$ cat config.mk
export PLATFORM = sky130hd
export DESIGN_NAME = bp_cfg_reg_node
export DESIGN_NICKNAME = d
export VERILOG_FILES = /design/src/rtl/bp_cfg_reg_node.sv
export SDC_FILE = /design/constraint.sdc
export NUM_CORES = 1
export LEC_CHECK = 0
export CORE_MARGIN = 4
export CORE_UTILIZATION = 63
export DETAILED_ROUTE_END_ITERATION = 12
export DONT_BUFFER_PORTS = 1
export HOLD_SLACK_MARGIN = 0.06
export PLACE_DENSITY = 0.79
export SYNTH_ARGS = -nofsm -noshare
export SYNTH_HDL_FRONTEND = slang
export SYNTH_SLANG_ARGS = --single-unit
$ cat constraint.sdc
create_clock -name clk_i -period 2.61 [get_ports clk_i]
set_input_delay 0.261 -clock clk_i [delete_from_list [all_inputs] [get_ports clk_i]]
set_output_delay 0.261 -clock clk_i [all_outputs]
set_load 0.02 [all_outputs]
$ cat src/rtl/bp_cfg_reg_node.sv
// Config-link endpoint: decodes config reads/writes into per-tile control registers and
// forwards the CCE ucode window to an external ucode memory port. One response per command.
module bp_cfg_reg_node #(
  parameter int          cfg_addr_width_p   = 16,
  parameter int          cfg_data_width_p   = 32,
  parameter int          vaddr_width_p      = 39,
  parameter logic [63:0] start_pc_reset_p   = 64'h0000_0000_0008_0000,
  parameter int          ucode_addr_width_p = 8,
  parameter int          cce_ucode_width_p  = 32
) (
  input  logic                          clk_i,
  input  logic                          reset_n_i,
  input  logic                          cfg_v_i,
  input  logic                          cfg_w_i,
  input  logic [cfg_addr_width_p-1:0]   cfg_addr_i,
  input  logic [cfg_data_width_p-1:0]   cfg_data_i,
  output logic                          cfg_ready_o,
  output logic                          cfg_resp_v_o,
  output logic [cfg_data_width_p-1:0]   cfg_resp_data_o,
  output logic                          cfg_resp_err_o,
  input  logic                          cfg_resp_yumi_i,
  output logic                          reset_o,
  output logic                          freeze_o,
  output logic [1:0]                    icache_mode_o,
  output logic [1:0]                    dcache_mode_o,
  output logic                          cce_mode_o,
  output logic [vaddr_width_p-1:0]      start_pc_o,
  output logic                          ucode_v_o,
  output logic                          ucode_w_o,
  output logic [ucode_addr_width_p-1:0] ucode_addr_o,
  output logic [cce_ucode_width_p-1:0]  ucode_data_o,
  input  logic                          ucode_yumi_i,
  input  logic                          ucode_resp_v_i,
  input  logic [cce_ucode_width_p-1:0]  ucode_data_i
);

  typedef enum logic [1:0] {
    READY   = 2'd0,
    UC_REQ  = 2'd1,
    UC_WAIT = 2'd2,
    RESP    = 2'd3
  } state_e;

  localparam logic [cfg_addr_width_p-1:0] addr_clk_lp      = 16'h0000;
  localparam logic [cfg_addr_width_p-1:0] addr_reset_lp    = 16'h0001;
  localparam logic [cfg_addr_width_p-1:0] addr_freeze_lp   = 16'h0002;
  localparam logic [cfg_addr_width_p-1:0] addr_icache_lp   = 16'h0022;
  localparam logic [cfg_addr_width_p-1:0] addr_pc_lo_lp    = 16'h0040;
  localparam logic [cfg_addr_width_p-1:0] addr_pc_hi_lp    = 16'h0041;
  localparam logic [cfg_addr_width_p-1:0] addr_dcache_lp   = 16'h0042;
  localparam logic [cfg_addr_width_p-1:0] addr_cce_lp      = 16'h0060;
  localparam logic [cfg_addr_width_p-1:0] uc_base_lp       = 16'h8000;

  state_e                          state_q;
  logic                            ready_q;
  logic                            resp_v_q;
  logic [cfg_data_width_p-1:0]     resp_data_q;
  logic                            resp_err_q;
  logic                            ucode_v_q;
  logic                            uc_w_q;
  logic [ucode_addr_width_p-1:0]   uc_addr_q;
  logic [cce_ucode_width_p-1:0]    uc_data_q;
  logic                            reset_q;
  logic                            freeze_q;
  logic [1:0]                      icache_q;
  logic [1:0]                      dcache_q;
  logic                            cce_q;
  logic [vaddr_width_p-1:0]        start_pc_q;

  logic [cfg_data_width_p-1:0]     rd_val_s;
  logic                            err_s;
  logic                            is_uc_s;
  logic [cfg_addr_width_p-1:0]     uc_off_full_s;
  logic [cfg_data_width_p-1:0]     uc_rdata_s;

  // Address decode: read value of the addressed register, window hit and unmapped flag.
  always_comb begin
    rd_val_s      = '0;
    err_s         = 1'b0;
    uc_off_full_s = cfg_addr_i - uc_base_lp;
    if ((cfg_addr_i >= uc_base_lp) &&
        (uc_off_full_s[cfg_addr_width_p-1:ucode_addr_width_p] == '0)) begin
      is_uc_s = 1'b1;
    end else begin
      is_uc_s = 1'b0;
    end
    case (cfg_addr_i)
      addr_clk_lp:    rd_val_s = '0;
      addr_reset_lp:  rd_val_s[0] = reset_q;
      addr_freeze_lp: rd_val_s[0] = freeze_q;
      addr_icache_lp: rd_val_s[1:0] = icache_q;
      addr_pc_lo_lp:  rd_val_s[31:0] = start_pc_q[31:0];
      addr_pc_hi_lp:  rd_val_s[vaddr_width_p-33:0] = start_pc_q[vaddr_width_p-1:32];
      addr_dcache_lp: rd_val_s[1:0] = dcache_q;
      addr_cce_lp:    rd_val_s[0] = cce_q;
      default:        err_s = ~is_uc_s;
    endcase
  end

  // Ucode read data zero-extended to the config data width.
  always_comb begin
    uc_rdata_s = '0;
    uc_rdata_s[cce_ucode_width_p-1:0] = ucode_data_i;
  end

  // Command FSM together with the control registers and all registered outputs.
  always_ff @(posedge clk_i or negedge reset_n_i) begin
    if (!reset_n_i) begin
      state_q     <= READY;
      ready_q     <= 1'b1;
      resp_v_q    <= 1'b0;
      resp_data_q <= '0;
      resp_err_q  <= 1'b0;
      ucode_v_q   <= 1'b0;
      uc_w_q      <= 1'b0;
      uc_addr_q   <= '0;
      uc_data_q   <= '0;
      reset_q     <= 1'b1;
      freeze_q    <= 1'b1;
      icache_q    <= 2'b00;
      dcache_q    <= 2'b00;
      cce_q       <= 1'b0;
      start_pc_q  <= start_pc_reset_p[vaddr_width_p-1:0];
    end else begin
      case (state_q)
        READY: begin
          if (cfg_v_i) begin
            ready_q <= 1'b0;
            if (is_uc_s) begin
              uc_w_q    <= cfg_w_i;
              uc_addr_q <= uc_off_full_s[ucode_addr_width_p-1:0];
              uc_data_q <= cfg_data_i[cce_ucode_width_p-1:0];
              ucode_v_q <= 1'b1;
              state_q   <= UC_REQ;
            end else begin
              resp_v_q    <= 1'b1;
              resp_err_q  <= err_s;
              resp_data_q <= cfg_w_i ? '0 : rd_val_s;
              state_q     <= RESP;
              if (cfg_w_i) begin
                case (cfg_addr_i)
                  addr_reset_lp:  reset_q  <= cfg_data_i[0];
                  addr_freeze_lp: freeze_q <= cfg_data_i[0];
                  addr_icache_lp: icache_q <= cfg_data_i[1:0];
                  addr_pc_lo_lp:  start_pc_q[31:0] <= cfg_data_i[31:0];
                  addr_pc_hi_lp:  start_pc_q[vaddr_width_p-1:32] <= cfg_data_i[vaddr_width_p-33:0];
                  addr_dcache_lp: dcache_q <= cfg_data_i[1:0];
                  addr_cce_lp:    cce_q    <= cfg_data_i[0];
                  default:        start_pc_q <= start_pc_q;
                endcase
              end
            end
          end
        end
        UC_REQ: begin
          if (ucode_yumi_i) begin
            ucode_v_q <= 1'b0;
            if (uc_w_q) begin
              resp_v_q    <= 1'b1;
              resp_err_q  <= 1'b0;
              resp_data_q <= '0;
              state_q     <= RESP;
            end else begin
              state_q <= UC_WAIT;
            end
          end
        end
        UC_WAIT: begin
          if (ucode_resp_v_i) begin
            resp_v_q    <= 1'b1;
            resp_err_q  <= 1'b0;
            resp_data_q <= uc_rdata_s;
            state_q     <= RESP;
          end
        end
        RESP: begin
          if (cfg_resp_yumi_i) begin
            resp_v_q    <= 1'b0;
            resp_err_q  <= 1'b0;
            resp_data_q <= '0;
            ready_q     <= 1'b1;
            state_q     <= READY;
          end
        end
        default: begin
          state_q   <= READY;
          ready_q   <= 1'b1;
          resp_v_q  <= 1'b0;
          ucode_v_q <= 1'b0;
        end
      endcase
    end
  end

  assign cfg_ready_o     = ready_q;
  assign cfg_resp_v_o    = resp_v_q;
  assign cfg_resp_data_o = resp_data_q;
  assign cfg_resp_err_o  = resp_err_q;
  assign reset_o         = reset_q;
  assign freeze_o        = freeze_q;
  assign icache_mode_o   = icache_q;
  assign dcache_mode_o   = dcache_q;
  assign cce_mode_o      = cce_q;
  assign start_pc_o      = start_pc_q;
  assign ucode_v_o       = ucode_v_q;
  assign ucode_w_o       = uc_w_q;
  assign ucode_addr_o    = uc_addr_q;
  assign ucode_data_o    = uc_data_q;

endmodule

# After elaboration in Yosys (flattened, before gate mapping)
# Index checks and enable logic that the tools add are counted.
# totals
register_bits	125
in_bits	87
out_inout_bits	123
elab_cells	96
# op_classes
add_sub_neg	1
magnitude_cmp	1
eq_ne	17
n_mux	41
bitwise_logic	1
reduce_logical	19
# op_table
op	count
32-bit two-way mux	7
32-bit one-hot mux with 4 select lines	1
16-bit by 7-bit equality test with 1-bit output (second input constant)	4
5-bit AND reduction	7
25-bit two-way mux	1
1-bit two-way mux	19
16-bit by 1-bit equality test with 1-bit output (second input constant)	1
16-bit by 2-bit equality test with 1-bit output (second input constant)	1
16-bit by 6-bit equality test with 1-bit output (second input constant)	1
16-bit greater-or-equal comparator (second input constant)	1
16-bit logical NOT	1
16-bit subtractor (second input constant)	1
2-bit inequality test (second input constant)	7
1-bit one-hot mux with 4 select lines	3
2-bit two-way mux	5
5-bit one-hot mux with 2 select lines	1
8-bit logical NOT	1
2-bit one-hot mux with 4 select lines	1
4-bit AND reduction	2
8-bit OR reduction	1
1-bit one-hot mux with 7 select lines	1
3-bit AND reduction	2
6-bit AND reduction	1
2-bit equality test (second input constant)	2
6 further kinds	8

# Logic depth before layout (Yosys ltp)
# Gate-level depths: netlist of run 1.
# depth
depth_word	9
depth_mapped	8
mapped_depth_nobuf	7

# Worst setup path before layout of run 1
# Ideal clock, no wire load.
# synth_path
path_type	register -> register
start	reg state_q[0]
end	reg start_pc_q[0] (netlist: start_pc_o[0])
setup_time_ns	0.127
t_arrival_ns	1.969
t_required_ns	2.483
slack_ns	0.514
path_stages_with_launch	9
synth_period_minus_slack_ns	2.096
cell_sequence	dfrtp_1 -> inv_1 -> ha_1 -> and2_1 -> and3b_1 -> nand3_1 -> nor2_8 -> buf_8 -> mux2_1
# synth_via
elab_chain_cells	2
# synth_lines
item	line_no	source
start: declaration	54	state_e state_q;
start signal: assignment	109	state_q <= READY;
start signal: assignment	134	state_q <= UC_REQ;
start signal: assignment	139	state_q <= RESP;
2-bit logical NOT	125	case (state_q)
5-bit AND reduction (no source line)	-	
end signal: assignment	123	start_pc_q <= start_pc_reset_p[vaddr_width_p-1:0];
end signal: assignment	145	addr_pc_lo_lp: start_pc_q[31:0] <= cfg_data_i[31:0];
end signal: indexed assignment	146	addr_pc_hi_lp: start_pc_q[vaddr_width_p-1:32] <= cfg_data_i[vaddr_width_p-33:0];
end: declaration	68	logic [vaddr_width_p-1:0] start_pc_q;
# Every way passes these cells.
# A chain may end at the register's enable or synchronous reset.

# Worst setup path in the final report of run 1
# layout_path
start	reg state_q[0]
end	reg start_pc_q[29] (netlist: start_pc_o[29])
# The elaborated chain is that of the path after synthesis.

==> results of run 1 <==
[state kept, by name, summed over array words and instances (netlist names)]
name / count
dcache_mode_o: 2
cfg_resp_v_o: 1
icache_mode_o: 2
ucode_data_o: 32
start_pc_o: 39
cfg_resp_data_o: 32
ucode_v_o: 1
ucode_addr_o: 8
cfg_ready_o: 1
ucode_w_o: 1
freeze_o: 1
reset_o: 1
state_q: 2
cfg_resp_err_o: 1
cce_mode_o: 1
[logic make-up after synthesis]
family,after synthesis
AOI/OAI and AO/OA,93
adders and majority gates,5
DFF,125
and+or+nand+nor,94
muxes,90
buffers and inverters,32
[worst paths after layout]
path | end | depth (start not counted)
worst max-delay path | start_pc_o[29] | 8
worst min-delay path | ucode_addr_o[7] | 0
worst max register to register | start_pc_o[29] | 8
worst min register to register | ucode_addr_o[1] | 2
max in group asynchronous | reset_o | 0
min in group clk_i | cfg_resp_data_o[1] | 3
[layout make-up]
type / count / area, sq um / area share
Tap cell: 108 / 135 / 0.0188
Timing Repair Buffer: 84 / 873 / 0.122
Clock inverter: 12 / 138 / 0.0192
Multi-Input combinational cell: 282 / 2420 / 0.337
Sequential cell: 125 / 3130 / 0.437
Clock buffer: 20 / 445 / 0.0621
Inverter: 8 / 30.0 / 0.00419
[power groups by stage]
stage	combinational [W]	sequential, W	clock (W)
detailed placement	0.00154	0.00292	0
global route	0.00193	0.00294	0.00241
global placement	0.00147	0.00291	0
CTS	0.00169	0.00289	0.00230
floorplan	0.00123	0.00283	0
finish	0.00174	0.00290	0.00229
[metal layers]
metal	GRT usage	routed length (um)
met2	0.506	8030
met3	0.105	1410
met1	0.331	5520
met4	0.0966	240
met5	0	0
[metrics by stage]
step                      hold WS (ns)  utilization
after CTS                       -0.570        0.814
after global routing            -0.578        0.814
after global placement         -0.0311        0.660
after floorplan                -0.0346            -
final                           -0.551        0.814
after detailed placement       -0.0310        0.660
[critical path, delay by kind of cell, from the launching register on]
kind                       cells  cell delay [ns]
adders and majority gates      1             0.27
and+or+nand+nor                4             0.87
muxes                          1             0.35
DFF                            1             0.44
buffers and inverters          2             0.38
[layout by cell type (no fill, tap or decap), types with 2 or more instances in the layout]
master and instances:
sky130_fd_sc_hd__clkbuf_8 3, sky130_fd_sc_hd__clkinvlp_4 5, sky130_fd_sc_hd__a31oi_1 2, sky130_fd_sc_hd__buf_12 4
sky130_fd_sc_hd__nand3_1 3, sky130_fd_sc_hd__nand2_1 18, sky130_fd_sc_hd__nor2_8 2, sky130_fd_sc_hd__a21oi_2 20
sky130_fd_sc_hd__dfstp_2 4, sky130_fd_sc_hd__and3b_1 2, sky130_fd_sc_hd__nand4b_1 2, sky130_fd_sc_hd__nand4_1 2
sky130_fd_sc_hd__bufinv_16 2, sky130_fd_sc_hd__nand2b_1 2, sky130_fd_sc_hd__mux2_1 30, sky130_fd_sc_hd__clkinv_4 3
sky130_fd_sc_hd__nor4_4 3, sky130_fd_sc_hd__o211ai_1 2, sky130_fd_sc_hd__clkbuf_16 16, sky130_fd_sc_hd__dlygate4sd3_1 77
sky130_fd_sc_hd__o22a_1 3, sky130_fd_sc_hd__ha_1 4, sky130_fd_sc_hd__mux2i_1 3, sky130_fd_sc_hd__inv_1 8
sky130_fd_sc_hd__nor2_1 39, sky130_fd_sc_hd__nand3b_1 2, sky130_fd_sc_hd__a21oi_1 23, sky130_fd_sc_hd__a22oi_2 14
sky130_fd_sc_hd__mux2_4 2, sky130_fd_sc_hd__buf_4 3, sky130_fd_sc_hd__dfrtp_1 121, sky130_fd_sc_hd__o21ai_0 4
sky130_fd_sc_hd__a22oi_1 16, sky130_fd_sc_hd__o2bb2ai_1 2, sky130_fd_sc_hd__nor3_1 3, sky130_fd_sc_hd__mux2_2 55
[timing repair]
action,in CTS,in global routing
setup endpoints to repair,0,11
endpoints found under the hold margin,247,125
gates resized for setup,0,1
==> summary by stage, run 1 <==
Clocking
The number of sinks driven by the clock tree is 125. The hold buffer count at cts is 77. The H-tree depth is 4. In this run the clock root is driven by a sky130_fd_sc_hd__clkbuf_8.

No sink is reached through more buffers than the 2 on the longest clock path. TritonCTS built the clock tree. The clock-pin slew reported for the worst setup and hold paths after clock tree synthesis is 0.06 ns. The total clock buffers created by CTS is 17. Clock latency on the worst-skew pair, taken at its later pin, is 0.50 ns. The number of buffers inserted to repair setup after CTS is 0.

Global routing
Entering global routing, the biggest net connects 126 pins. The initial antenna violation count is 0. In the global route stage, overall resource usage came out at 0.290. The number of global-route vias before repair is 4,411. The total global routing overflow is 0. The global-route wire length before repair is 23.4 mm.

Yosys
The share of async-settable or async-resettable flops after synthesis is 1.00. sky130_fd_sc_hd__dfrtp_1 takes more of the synthesized area than any other cell. After synthesis, the largest family of logic cells by area is multiplexers. The count of cell types in the netlist is 55. Counting flops with a built-in enable in the synthesized netlist gives 0. Yosys printed 0 warnings. The compound-cell area share of the yosys netlist came to 0.128.

The portion of synthesized area spent on multiplexers is 0.177. After synthesis the cells add up to 5740 sq um. The xor/xnor share of the synthesized area is 0.

In this run the mean area of a mapped cell was 13.1 sq um. The register bit count reported by yosys is 125. The proportion of netlist area held by the largest area contributor is 0.528. Of the total synthesized cell area, the portion taken by full adders, half adders and majority gates is 0.0109. The post-synth net total is 531. The leading register cell type out of synthesis is sky130_fd_sc_hd__dfrtp_1. By count the netlist is led by sky130_fd_sc_hd__dfrtp_1, sky130_fd_sc_hd__mux2_2, sky130_fd_sc_hd__nor2_1. After synthesis, the cell types taking the most area are sky130_fd_sc_hd__dfrtp_1, sky130_fd_sc_hd__mux2_2, sky130_fd_sc_hd__mux2_1. The simple-gate share of the synthesized area is 0.101. Synthesis handed over a netlist of 439 instances. The cell with the most instances after synthesis is sky130_fd_sc_hd__dfrtp_1.

The share of the Yosys chip area taken by registers is 0.546.

Route
The wire length reported by the detailed router is 15.2 mm. The number of routed nets with antenna violations is 0. After the first detailed-routing iteration, the DRC count stood at 218. The number of vias after detailed routing is 3,991. In the routed design, unresolved DRC markers number 0. The total iterations of the first detailed-routing run is 4. In the routed layout, each cell is associated on average with a via count of 6.25.

The post-detailed-route wirelength per cell is 23.8 um.

Pwr
The power share of the clock group is 0.330. The total power density per cell area is 966 nW/um^2. The fraction of power spent switching nets is 0.363. The worst-case IR drop observed on VDD is 0.520 mV. For this design the total switching power over the nets is 0.00252 W. The power after layout is 0.00693 W. The cell-internal power is 0.00441 W. The relative contribution of sequential cells to total power is 0.418.

The reported leakage power is 3.31 nW. The share of total power in combinational logic is 0.252.

STA
Dividing the final minimum period by the clock period gives 0.932. The number of pins with negative max-slew slack in the final report is 0. The final-report hold violation count is 125.

The smallest hold slack is -0.551 ns. The minimum clock period after layout is 2.43 ns. Setup repair after global routing left no endpoint under its margin. Setup violations remaining at the end of the flow were counted as 0.

The slew at the pin closest to its max-slew limit is 0.696 ns. Across all setup checks in the final design, the least slack found is 0.178 ns. The setup clock skew after layout is 0.0120 ns.

The highest attainable clock frequency is 411 MHz. The headroom to the max-slew limit is 0.524. The summed negative setup slack over all endpoints is 0 ns.

Layout
The count of cells in the finished layout, fillers not included, comes to 639. The layout cell share with drive strength beyond 1 is 0.279. The repair_antennas step left the layout with diodes totalling 0. Once layout is done, the placed cells without fillers occupy 7170 sq um. The fill cell instance count of the final layout is 467. The area growth from synthesis to layout is 25.0%.

The number of nets in the final layout is 610.

Run status
The final reports fail on hold timing. The run finished, with violations left.

Placed design
The HPWL after detailed placement is 9.39 mm. Once placement completed, the tool counted placed cells totaling 530. Routability-driven placement finished with a final weighted congestion of 0.848. Prior to clock tree synthesis, the placed netlist has a worst setup slack of 0.130 ns.

After detailed placement, the total cell area comes to 5810 sq um. The number of port buffers is 0.

Worst setup path
The worst setup path is captured at a register. In this run the worst path has a maximum fanout of 12. The kind of critical path is register to register. For this design, the slowest cell found on the critical path is sky130_fd_sc_hd__dfrtp_1. Across all register-to-register paths, the minimum setup slack is 0.18 ns.

For the worst setup path, the data arrival time is 2.81 ns. On the worst path, the slowest cell contributes a delay of 0.44 ns. The start point of the critical path is state_q[0].

The origin of the critical flop-to-flop path is state_q[0]. The required arrival time at the worst endpoint is 2.99 ns. The signal on the critical path passes through inv_1 > ha_2 > and2_1 > and3b_1 > nand3_1 > nor2_8 > buf_4 > mux2_1. The worst setup path is launched from a register.

Floorplanning
The number of ports placed on the die boundary is 210. The overall die area is 10,700 sq um. For this configuration, the core starts out at a cell density of 0.651. The die extent in y is 103 um. The initialized floorplan defines 34 standard-cell rows. Measured along the x axis, the die boundary spans 103 um. The area inside the core boundary is 8810 sq um.

Job
Across the run, the number of max-cap violations was 0.

Hold path
In this run the worst hold path is classified as input port to async pin.
(Power assumes the default switching activity.)
==> run 2: changes to the inputs <==
ABC_AREA = 1   (was default)
==> summary by stage, run 2 <==
Yosys
After synthesis, the share of cell area in mux cells is 0.0103. The gate count after technology mapping is 625. The proportion of netlist area held by the largest area contributor is 0.553. After synthesis the netlist holds a flip-flop and latch count of 125. The count of cell types in the netlist is 30. The share of synthesized cell area in full adder, half adder and majority cells is 0.0114.

The post-synth net total is 717. The post-synthesis cell type with the largest combined area is sky130_fd_sc_hd__dfrtp_1. In the post-synthesis netlist, the biggest area contributors are sky130_fd_sc_hd__dfrtp_1, sky130_fd_sc_hd__nand2_1, sky130_fd_sc_hd__nand3_1. After synthesis, the share of flip-flops with an asynchronous set or reset is 1.00. Of the total synthesized cell area, the portion taken by XOR and XNOR cells is 0. Counting flops with a built-in enable in the synthesized netlist gives 0.

In the synthesized netlist, the cells that appear most often are sky130_fd_sc_hd__nand2_1, sky130_fd_sc_hd__dfrtp_1, sky130_fd_sc_hd__nand3_1. The compound-cell area share of the yosys netlist is 0.125. Averaged over all synthesized cells, the footprint is 8.76 sq um. The count of warnings emitted by yosys is 0. Summing every instance area after synthesis gives 5480 sq um.

The cell with the most instances after synthesis is sky130_fd_sc_hd__nand2_1. Of the total synthesized cell area, the portion taken by AND, OR, NAND and NOR gates is 0.213. The most used flip-flop cell after synthesis is sky130_fd_sc_hd__dfrtp_1. The dominant combinational cell family by area after synthesis is simple AND/OR/NAND/NOR gates.

The sequential cell area fraction in the yosys report is 0.572.

Run status
The checks that failed: hold timing. The flow ran to the end, but the final reports show violations.

Clocking
CTS saw 125 sinks. The hold buffer count at cts is 73. The H-tree was split into 4 levels. Counting along the longest clock path gives a buffer depth of 2. CTS placed an instance of sky130_fd_sc_hd__clkbuf_8 at the clock tree root.

TritonCTS created 17 clock buffers. Once the clock tree was built, the setup fixing pass inserted 0 buffers. The clock-pin slew reported for the worst setup and hold paths after clock tree synthesis is 0.06 ns. The clock reaches the later pin of the worst-skew pair after 0.50 ns. The TritonCTS clock tree is built.

Placed design
The post-place instance area is 5570 sq um. The number of placed instances, taps included is 708. Timing analysis after detailed placement gives a worst setup slack of 0.420 ns. Routability-driven placement finished with a final weighted congestion of 0.911. Port buffering added 0 buffers. The HPWL after detailed placement is 10.4 mm.

Layout
After routing the design area is 6850 sq um. The core utilization of the finished layout is 0.821. Leaving out fill and tap cells, the most frequent cell in the layout is sky130_fd_sc_hd__nand2_1. The top cell types in the final layout, fill and taps aside, are sky130_fd_sc_hd__nand2_1, sky130_fd_sc_hd__dfrtp_1, sky130_fd_sc_hd__dlygate4sd3_1.

For this run, the post-layout net count is 787. In the final layout, the share of cells above drive strength 1 is 0.0932. The area of combinational cells with multiple inputs is 1980 sq um. The flip-flop count of the largest register after layout is 39. Summing all flip-flop and latch instances after layout gives 3130 sq um.

The area growth from synthesis to layout is 25.0%. The number of antenna diodes in the final layout is 0. The final cell count without fillers is 813. The layout has 491 filler cells.

Worst setup path
The kind of start point of the critical path is a register. The kind of cell with the highest combined delay along the critical path is buffers and inverters. The slowest cell on the critical path is sky130_fd_sc_hd__dfrtp_1.

The count of buffering cells on the critical path with inverters included is 4. The critical path goes through inv_1 > ha_1 > inv_1 > or2_2 > o21ai_1 > nor2_1 > nand3_2 > inv_2 > buf_12 > nor2_1 > a31oi_1. The largest single stage delay on the critical path is 0.39 ns. The kind of critical path is register to register. Data on the critical path arrives at its endpoint at 2.66 ns. The worst setup path is captured at a register.

In this run the worst path has a maximum fanout of 21. The required arrival time at the worst endpoint is 3.01 ns.

Route
After the first detailed-routing iteration, the DRC count stood at 295. The DRC violation count after routing is 0. The wire length reported by the detailed router is 16.2 mm. The number of vias per cell is 6.04. The number of routed nets with antenna violations is 0. The number of vias after detailed routing is 4,911. Before antenna repair, the detailed router went through 7 iterations. In the final routed layout, each cell accounts on average for 19.9 um.

STA
Across the routed clock network, the largest skew measured is 0.00606 ns. The headroom to the max-slew limit is 0.692. The number of pins with negative max-slew slack in the final report is 0. The slew at the pin closest to its max-slew limit is 0.460 ns. The smallest hold slack is -0.552 ns.

The final-report hold violation count is 125. Setup repair after global routing left no endpoint under its margin. Setup slack on the critical path of the routed design comes to 0.343 ns. The highest attainable clock frequency is 441 MHz. In the finished design, the share of the clock period the worst path needs comes to 0.869.

Setup violations remaining at the end of the flow were counted as 0. For the final routed database, the setup TNS stands at 0 ns. The worst path in the final design needs a cycle of 2.27 ns, including I/O delays and setup.

Global routing
The number of global-route vias before repair was 4,949. For this run, the total global-route usage over all layers was measured as 0.322. The initial antenna violation count is 0. For this run the aggregate overflow at the end of global routing stands at 0.

The global-route wire length before repair is 25.5 mm. Entering global routing, the biggest net connects 126 pins.

Floorplanning
The floorplan step set the die width to 101 um. The floorplan has 33 rows. 210 I/O pins were placed. The die covers 10,200 sq um. For this configuration, the core starts out at a cell density of 0.657. The die extent in y is 101 um. In this run the standard cell core region covers 8340 sq um.

Pwr
The largest voltage drop on the vdd net is 0.522 mV. The fraction of power spent switching nets is 0.381. The total power density per cell area is 995 nW/um^2. The reported leakage power is 3.17 nW.

The share of total power dissipated in sequential elements is 0.432. Of the total power, the clock network draws 0.319. The share of total power in combinational logic is 0.249. Summed over all nets, the switching power comes to 0.00260 W. Internal power comes to 0.00421 W.

Hold path
In this run the worst hold path is classified as input port to async pin.

Job
The tool flagged a number of max-cap violations equal to 0.
-- run 2: changes by cell type after synthesis, moves of 20 or more --
cell                      change
sky130_fd_sc_hd__mux2_2      -50
sky130_fd_sc_hd__inv_1       +41
sky130_fd_sc_hd__nand2_1    +118
sky130_fd_sc_hd__mux2_1      -30
sky130_fd_sc_hd__o21ai_1     +33
sky130_fd_sc_hd__o21ai_0     +50
sky130_fd_sc_hd__a31oi_1     +30
sky130_fd_sc_hd__a21oi_2     -20
sky130_fd_sc_hd__nand3_1     +66
-- run 2: final cells by class --
| class | count | area share |
|---|---|---|
| clock buffers | 18 | 0.0610 |
| clock inverters | 14 | 0.0196 |
| inverters | 53 | 0.0291 |
| multi-input cells | 412 | 0.289 |
| flip-flops and latches | 125 | 0.458 |
| well taps | 105 | 0.0192 |
| repair buffers | 86 | 0.125 |
-- run 2: through the flow --
| step | hold slack (ns) | power (W) |
|---|---|---|
| floorplan | -0.0346 | 0.00404 |
| global placement | -0.0314 | 0.00438 |
| detailed placement | -0.0317 | 0.00450 |
| CTS | -0.572 | 0.00675 |
| global route | -0.574 | 0.00716 |
| finish | -0.552 | 0.00681 |
-- run 2: kinds of logic after synthesis --
| group | count (synthesis) |
|---|---|
| AO/OA/AOI/OAI | 128 |
| adder cells (fa/ha/maj) | 5 |
| buffers and inverters | 88 |
| flip-flops | 125 |
| multiplexers | 5 |
| AND/OR/NAND/NOR | 274 |
-- run 2: final timing paths --
| check | to | startpoint | cells after the start | slack (ns) |
|---|---|---|---|---|
| setup reg to reg | cfg_resp_data_o[27] | state_q[1] | 11 | 0.34 |
| hold / removal | ucode_w_o | reset_n_i | 0 | -0.55 |
| max in group asynchronous | start_pc_o[19] | reset_n_i | 0 | 2.94 |
| hold reg to reg | freeze_o | freeze_o | 2 | 0.56 |
| min in group clk_i | cfg_ready_o | cfg_resp_yumi_i | 2 | 0.09 |
| setup / recovery | cfg_resp_data_o[27] | state_q[1] | 11 | 0.34 |
-- run 2: repair_timing --
item / in CTS / in global routing
resized for setup: 0 / 0
endpoints found under the hold margin: 235 / 125
setup endpoints to repair: 0 / 0
-- run 2: routing by layer --
metal,vias up,part of all wire,GRT usage
li1,2213,-,-
met1,2333,0.36,0.378
met2,312,0.51,0.549
met3,53,0.10,0.0909
met4,0,0.032,0.145
met5,-,0,0
-- run 2: power by group through the flow --
| stage | sequential [W] | combinational (W) | clock (W) |
|---|---|---|---|
| after floorplan | 0.00285 | 0.00119 | 0 |
| after global placement | 0.00295 | 0.00142 | 0 |
| after detailed placement | 0.00296 | 0.00154 | 0 |
| after CTS | 0.00293 | 0.00163 | 0.00218 |
| after global routing | 0.00298 | 0.00191 | 0.00228 |
| final | 0.00294 | 0.00169 | 0.00217 |
